==> config.mk <==
export PLATFORM = sky130hd
export DESIGN_NAME = pim_input_buffer
export DESIGN_NICKNAME = d
export VERILOG_FILES = /design/src/rtl/pim_input_buffer.sv
export SDC_FILE = /design/constraint.sdc
export NUM_CORES = 2
export LEC_CHECK = 0
export CAP_MARGIN = 40
export CORE_ASPECT_RATIO = 0.5
export CORE_MARGIN = 4
export CORE_UTILIZATION = 53
export DETAILED_ROUTE_END_ITERATION = 7
export HOLD_SLACK_MARGIN = 0.06
export PLACE_DENSITY = 0.76
export SLEW_MARGIN = 10
export SYNTH_ARGS = -nofsm -noshare
export SYNTH_HDL_FRONTEND = slang
export SYNTH_SLANG_ARGS = --single-unit
==> constraint.sdc <==
create_clock -name clk_i -period 2.9 [get_ports clk_i]
set_input_delay 0.58 -clock clk_i [delete_from_list [all_inputs] [get_ports clk_i]]
set_output_delay 0.58 -clock clk_i [all_outputs]
set_load 0.05 [all_outputs]
==> src/rtl/pim_input_buffer.sv <==
// Ping-pong input buffer: packs 32-bit bus writes into 1024-bit PIM vectors.
// Optional partial-line flush is built when PIM_IN_PARTIAL_FLUSH_EN is defined.
module pim_input_buffer (
   input  logic                clk_i,
   input  logic                rst_ni,
   input  logic [31:0]         input_i,
   input  logic                input_write_en_i,
   input  logic                clear_i,
`ifdef PIM_IN_PARTIAL_FLUSH_EN
   input  logic                flush_i,
`endif
   output logic [1023:0]       line_o,
   output logic                line_valid_o,
   input  logic                line_ready_i,
   output logic                full_o,
   output logic [1:0]          count_o,
   output logic                overflow_o
);

   localparam int WORD_W    = 32;
   localparam int LINE_W    = 1024;
   localparam int NUM_LINES = 2;
   localparam int WORDS     = LINE_W / WORD_W;

   typedef enum logic [1:0] {EMPTY, FILLING, FULL} line_state_e;

   line_state_e       state_q [NUM_LINES];
   line_state_e       state_d [NUM_LINES];
   logic              wr_line_q, wr_line_d;
   logic              rd_line_q, rd_line_d;
   logic              overflow_q, overflow_d;
   logic [4:0]        wr_idx_q, wr_idx_d;
   logic [WORD_W-1:0] mem_q [NUM_LINES][WORDS];

   logic              write_ok;
   logic              pop;
   logic              line_valid;
   logic              flush_fire;

   // Byte 0 of a bus word lands at the most significant byte of its slot.
   function automatic logic [WORD_W-1:0] to_line_order(input logic [WORD_W-1:0] w);
      return {w[7:0], w[15:8], w[23:16], w[31:24]};
   endfunction

   assign write_ok   = input_write_en_i && (state_q[wr_line_q] != FULL);
   assign line_valid = (state_q[rd_line_q] == FULL);
   assign pop        = line_valid && line_ready_i;

`ifdef PIM_IN_PARTIAL_FLUSH_EN
   logic [4:0] flush_idx;
   // A write completing the line already closes it, so flush has nothing to add.
   assign flush_fire = flush_i && (state_q[wr_line_q] == FILLING) &&
                       !(write_ok && (wr_idx_q == 5'd31));
   assign flush_idx  = wr_idx_q + {4'd0, write_ok};
`else
   assign flush_fire = 1'b0;
`endif

   always_comb begin
      state_d    = state_q;
      wr_idx_d   = wr_idx_q;
      wr_line_d  = wr_line_q;
      rd_line_d  = rd_line_q;
      overflow_d = overflow_q;
      if (clear_i) begin
         for (int l = 0; l < NUM_LINES; l++) state_d[l] = EMPTY;
         wr_idx_d   = '0;
         wr_line_d  = 1'b0;
         rd_line_d  = 1'b0;
         overflow_d = 1'b0;
      end else begin
         if (write_ok) begin
            wr_idx_d = wr_idx_q + 5'd1;
            if (wr_idx_q == 5'd31) begin
               state_d[wr_line_q] = FULL;
               wr_line_d          = ~wr_line_q;
            end else begin
               state_d[wr_line_q] = FILLING;
            end
         end else if (input_write_en_i) begin
            overflow_d = 1'b1;
         end
         if (flush_fire) begin
            state_d[wr_line_q] = FULL;
            wr_idx_d           = '0;
            wr_line_d          = ~wr_line_q;
         end
         // The popped line is FULL, so it never collides with the write line.
         if (pop) begin
            state_d[rd_line_q] = EMPTY;
            rd_line_d          = ~rd_line_q;
         end
      end
   end

   always_ff @(posedge clk_i or negedge rst_ni) begin
      if (!rst_ni) begin
         for (int l = 0; l < NUM_LINES; l++) state_q[l] <= EMPTY;
         wr_idx_q   <= '0;
         wr_line_q  <= 1'b0;
         rd_line_q  <= 1'b0;
         overflow_q <= 1'b0;
      end else begin
         for (int l = 0; l < NUM_LINES; l++) state_q[l] <= state_d[l];
         wr_idx_q   <= wr_idx_d;
         wr_line_q  <= wr_line_d;
         rd_line_q  <= rd_line_d;
         overflow_q <= overflow_d;
      end
   end

   always_ff @(posedge clk_i or negedge rst_ni) begin
      if (!rst_ni) begin
         for (int l = 0; l < NUM_LINES; l++)
            for (int k = 0; k < WORDS; k++) mem_q[l][k] <= '0;
      end else if (!clear_i) begin
         if (write_ok) mem_q[wr_line_q][wr_idx_q] <= to_line_order(input_i);
`ifdef PIM_IN_PARTIAL_FLUSH_EN
         if (flush_fire)
            for (int k = 0; k < WORDS; k++)
               if (5'(k) >= flush_idx) mem_q[wr_line_q][k] <= '0;
`endif
      end
   end

   always_comb begin
      line_o = '0;
      if (line_valid)
         for (int k = 0; k < WORDS; k++)
            line_o[LINE_W-1-WORD_W*k -: WORD_W] = mem_q[rd_line_q][k];
   end

   assign line_valid_o = line_valid;
   assign count_o      = {1'b0, state_q[0] == FULL} + {1'b0, state_q[1] == FULL};
   assign full_o       = (count_o == 2'd2);
   assign overflow_o   = overflow_q;

endmodule
Word level (Yosys, flattened, before mapping)

Index checks and enable logic that the tools add are counted.

Flip-flop bits (word level): 2060
Latch bits: 0
Bits in writable memories: 0
ROM bits: 0
Word-level logic and storage cells: 145
Memories kept: 0

$add $sub $neg: 2
Multiply operators: 0
Div/mod/pow operators: 0
Order comparisons: 6
Equal/unequal tests: 7
Shift-type cells: 0
Mux-type cells: 34
Bitwise operators: 14
Reductions and logical operators: 12

Operators by type and width:

| cell                                                                         | number |
|---|---|
| 1024-bit 2-to-1 mux                                                          | 5 |
| 2048-bit bitwise mux                                                         | 1 |
| 1024-bit demux with 1-bit select                                             | 1 |
| 32-bit demux with 5-bit select                                               | 1 |
| 32-bit 2-to-1 mux                                                            | 1 |
| 4-bit 2-to-1 mux                                                             | 5 |
| 2-bit 2-to-1 mux                                                             | 8 |
| 5-bit 2-to-1 mux                                                             | 2 |
| 2-bit equality test, second input constant                                   | 4 |
| 1-bit 2-to-1 mux                                                             | 8 |
| 2-bit nonzero test                                                           | 4 |
| 6-bit greater-or-equal comparator, second input constant                     | 1 |
| 6-bit by 1-bit less-than comparator with 1-bit output, second input constant | 1 |
| 5-bit inverter with 6-bit output                                             | 1 |
| 2-bit AND reduction                                                          | 3 |
| 5-bit by 1-bit adder with 5-bit output, second input constant                | 1 |
| 5-bit equality test, second input constant                                   | 1 |
| 1-bit logical AND                                                            | 5 |
| 2-bit bitwise AND                                                            | 2 |
| 4-bit bitwise AND                                                            | 1 |
| 2-bit demux with 1-bit select                                                | 2 |
| 2-bit greater-or-equal comparator, second input constant                     | 2 |
| 2-bit by 1-bit less-than comparator with 1-bit output, second input constant | 2 |
| 2-bit != test, second input constant                                         | 2 |
| other kinds (6)                                                              | 11 |

Depth between registers and ports, before layout

Depth after elaboration: 13
Depth in mapped cells: 7
Depth with buffers taken out: 6

Worst setup path before layout

Ideal clock, no wire load.

Path type: register -> output
Start point: register state_q[1] in the netlist's numbering
End point: output port line_o[767]
Arrival time: 2.247 ns
Slack: 0.073 ns
Cell stages (with the launch flop): 8
Path through: dfrtp_1 > nor2b_1 > buf_2 > mux2i_4 > buf_2 > clkbuf_1 > buf_2 > nor2_1

Longest elaborated chain between the ends: 5

Ends and longest elaborated chain:

| item                                                 | RTL line | text |
|---|---|---|
| start, declared                                      | 27       | `line_state_e state_q [NUM_LINES];` |
| 2-bit 2-to-1 mux (implied by the code) (3 in series) | 46       | `assign line_valid = (state_q[rd_line_q] == FULL);` |
| 2-bit equality test                                  | 46       |  |
| 1024-bit 2-to-1 mux                                  | 128      | `if (line_valid)` |
| end, declared                                        | 12       | `output logic [1023:0] line_o,` |

Every way passes these cells. The select of a mux whose other input is x is not followed.

Final worst setup path

Start point: register rd_line_q
End point: output port line_o[809]

Longest elaborated chain between the ends: 6
Elaborated cells on any way between the ends: 9
Those cells by class: eq/ne: 1; mux: 7; bitwise: 1

Ends and longest elaborated chain:

| item                                                     | RTL line | text |
|---|---|---|
| start, declared                                          | 30       | `logic rd_line_q, rd_line_d;` |
| start signal, assigned                                   | 107      | `rd_line_q <= rd_line_d;` |
| 1-bit inverter with 2-bit output (implied by the code) * | 46, 130  |  |
| 2-bit 2-to-1 mux (implied by the code) (3 in series)     | 46       |  |
| 2-bit equality test                                      | 46       |  |
| 1024-bit 2-to-1 mux *                                    | 128      |  |

Mark *: on every way between the ends. The rest lies on a longest branch, timed or not. The select of a mux whose other input is x is not followed.

==> flow_summary_export.csv <==
group,metric,value,unit
clocking,cts_buffers,187,
yosys,synth_ff_type,"dfrtp_1",
floorplan,dieWidth,602,um
drt,wirelength,323,mm
yosys,yosys_warnings,0,
drt,drt_iter0_markers,5238,
yosys,syn_inst,6981,
yosys,synth-xor-area-share,0,%
yosys,synth_top_family_by_area,"multiplexers",
global_routing,grt_pass1_wl,447,mm
drt,drtPass1Iterations,6,
drt,routed-via-count,63700,
place,hpwl,200,mm
clocking,cts_sinks,2060,
timing,worstMarginPinSlew,0.887,ns
timing,max_freq,284,MHz
yosys,synth_compound_area_share,0.137,%
layout,fillers,11000,
timing,fin_worst_hold_slack,0.294,ns
clocking,clk_pin_slew,0.07,ns
yosys,synth_fa_ha_area_share,0.0938,%
yosys,syn_avg_cell_area,13.4,um^2
layout,final_area,0.124,mm^2
place,postPlaceCellArea,0.111,mm^2
yosys,ys_types,47,
drt,top_layer,"met4",
critical_path,required,2.32,ns
floorplan,die-area,0.183,mm^2
timing,final.min_clock_period,3.52,ns
clocking,worstSkewPairLatency,0.82,ns
layout,fin_util,71.3,%
layout,areaGrowthSynthToFinish,33.0,%
global_routing,grt_pass1_vias,64800,
layout,multiInputGateArea,0.0414,mm^2
drt,postRouteAntennaNets,0,
clocking,cts_buffer_depth,4,
yosys,async_reset_ff_share,100,%
drt,wl_met1,120,mm
layout,regArea,0.0516,mm^2
run_status,status,"complete, but fails checks",
layout,fin_cells,10500,
yosys,synth_area_leader_cell,"dfrtp_1",
yosys,synth-edff-count,0,
yosys,synth_mux_area_share,35.8,%
critical_path,worstPathMaxFanout,9,
global_routing,grt_max_degree,161,
timing,setup_viol,1028,
place,port_buffers,1065,
place,post-place-ws,-0.0246,ns
global_routing,antenna_found_initial,13,
global_routing,overflow,0,
power,ir_drop,455,uV
clocking,tritoncts,"yes",
drt,met2_length,156,mm
floorplan,rows,108,
yosys,synthMostInstantiatedCell,"dfrtp_1",
power,p_leak,56.2,nW
worst_hold_path,holdCritPathClass,"primary input to async pin",
yosys,yosysTopAreaCellShare,55.2,%
critical_path,crit_type,"flop to output pin",
critical_path,crit_path_start_kind,"flop",
place,dp_cells,10000,
critical_path,end_kind,"output pin",
power,total_power,57.9,mW
yosys,ys_seq_elements,2060,
floorplan,core-area,0.174,mm^2
yosys,synth_top_cells_by_count,"dfrtp_1 (2,060), mux2_2 (1,873), nor2_1 (1,031)",
run,maxCapViolCount,0,
place,place.gp.congestion,0.869,
run_status,violations,"negative setup slack",
timing,timing.final.crit_share,121,%
clocking,root_buffer,"clkbuf_16",
yosys,synth_nets,7025,
timing,fin_setup_tns,-297.60,ns
yosys,synthSimpleGateAreaFrac,5.43,%
timing,worst_slack,-0.621,ns
drt,drc,0,
drt,vias_per_cell,6.05,
yosys,synth_seq_area_share,55.2,%
layout,drive_above_1_share,52.1,%
timing,finalHoldViolations,0,
power,pwr_density_cell,466,mW/mm^2
timing,finalMaxSlewViolations,0,
yosys,syn_area,0.0934,mm^2
critical_path,cp.arrival,2.94,ns
clocking,cts.htree.levels,4,
drt,wire_per_inst,30.7,um
timing,maxSlewHeadroom,39.2,%
floorplan,fp.dieH,305,um
floorplan,boundaryPins,1066,
layout,nNetsFinal,8121,
timing,grt_setup_unrepaired,"yes",
timing,fin_worst_skew,0.0310,ns
drt,route.met3.wl,17.3,mm
yosys,synth.area.top_cells,"dfrtp_1 (55%), mux2_2 (23%), mux2i_1 (11%)",
global_routing,grt_use_total,32.9,%
floorplan,initial_utilization,53.6,%
## power breakdown
group          switching (mW)  internal, mW  leakage [nW]
clock                    11.2          14.5          3.03
combinational            1.92         0.819          24.6
sequential              0.257          29.2          28.6
## critical path: stages (launching register included)
cell     delay (ns)
dfrtp_4        0.47
buf_4          0.18
buf_12         0.17
buf_16         0.18
mux2i_1        0.77
nor2_1         0.10
buf_4          0.23
## sequential cells by signal (all words and copies together), names as in the netlist
register / flops
overflow_o: 1
wr_idx_q: 5
rd_line_q: 1
mem_q: 2048
state_q: 4
wr_line_q: 1
## layout make-up
cell class / count / share of cell area [%]
antenna: 8 / 0.0161
clock buffer: 267 / 4.39
clock inverter: 56 / 0.582
inverter: 4 / 0.0121
multi-input combinational: 4244 / 33.4
sequential: 2060 / 41.5
tap: 2310 / 2.33
timing repair buffer: 1580 / 17.8
## layout by cell type, fill, tap and decap left out, drive strengths merged, types with 8 or more instances in the layout
cell type / netlist / routed
clkinv: 0 / 29
nand4: 33 / 33
diode: 0 / 8
dfrtp: 2060 / 2060
nor2: 1031 / 1031
mux2: 2050 / 2050
nor4: 28 / 28
nor3: 9 / 9
buf: 305 / 1522
clkinvlp: 0 / 8
clkbuf: 368 / 313
mux2i: 1025 / 1025
bufinv: 0 / 16
## per-layer routing
metal,global-route usage [%],vias to the layer above
met5,0,-
met4,24.0,0
met1,40.3,33800
li1,-,26400
met2,54.3,2544
met3,3.86,966
## path summary, 6_finish.rpt
kind / slack [ns] / start / endpoint / depth (start not counted)
worst max-delay path: -0.62 / rd_line_q / line_o[809] / 6
worst min-delay path: 0.29 / rst_ni / mem_q[1916] / 2
worst max register to register: 0.16 / wr_idx_q[4] / mem_q[257] / 5
worst min register to register: 0.48 / mem_q[1126] / mem_q[1126] / 1
max in group asynchronous: 1.31 / rst_ni / mem_q[1385] / 4
min in group clk_i: 0.32 / input_i[2] / mem_q[570] / 2
## logic make-up (layout without fill, tap and decap cells)
kind of cell,Yosys count,in the layout
multiplexers,3075,3075
AND/OR/NAND/NOR,1144,1144
adder cells (fa/ha/maj),7,7
AO/OA/AOI/OAI,18,18
other,0,8
flip-flops,2060,2060
buffers and inverters,677,1907
## repair_timing
action / in CTS / in global routing
gates resized for setup: 480 / 559
pin swaps: 9 / 69
hold buffers: 1 / 0
buffers inserted: 43 / 34
cloned: 40 / 50
endpoints found under the setup margin: 1027 / 1028
endpoints found under the hold margin: 258 / 0
(Power assumes the default switching activity.)
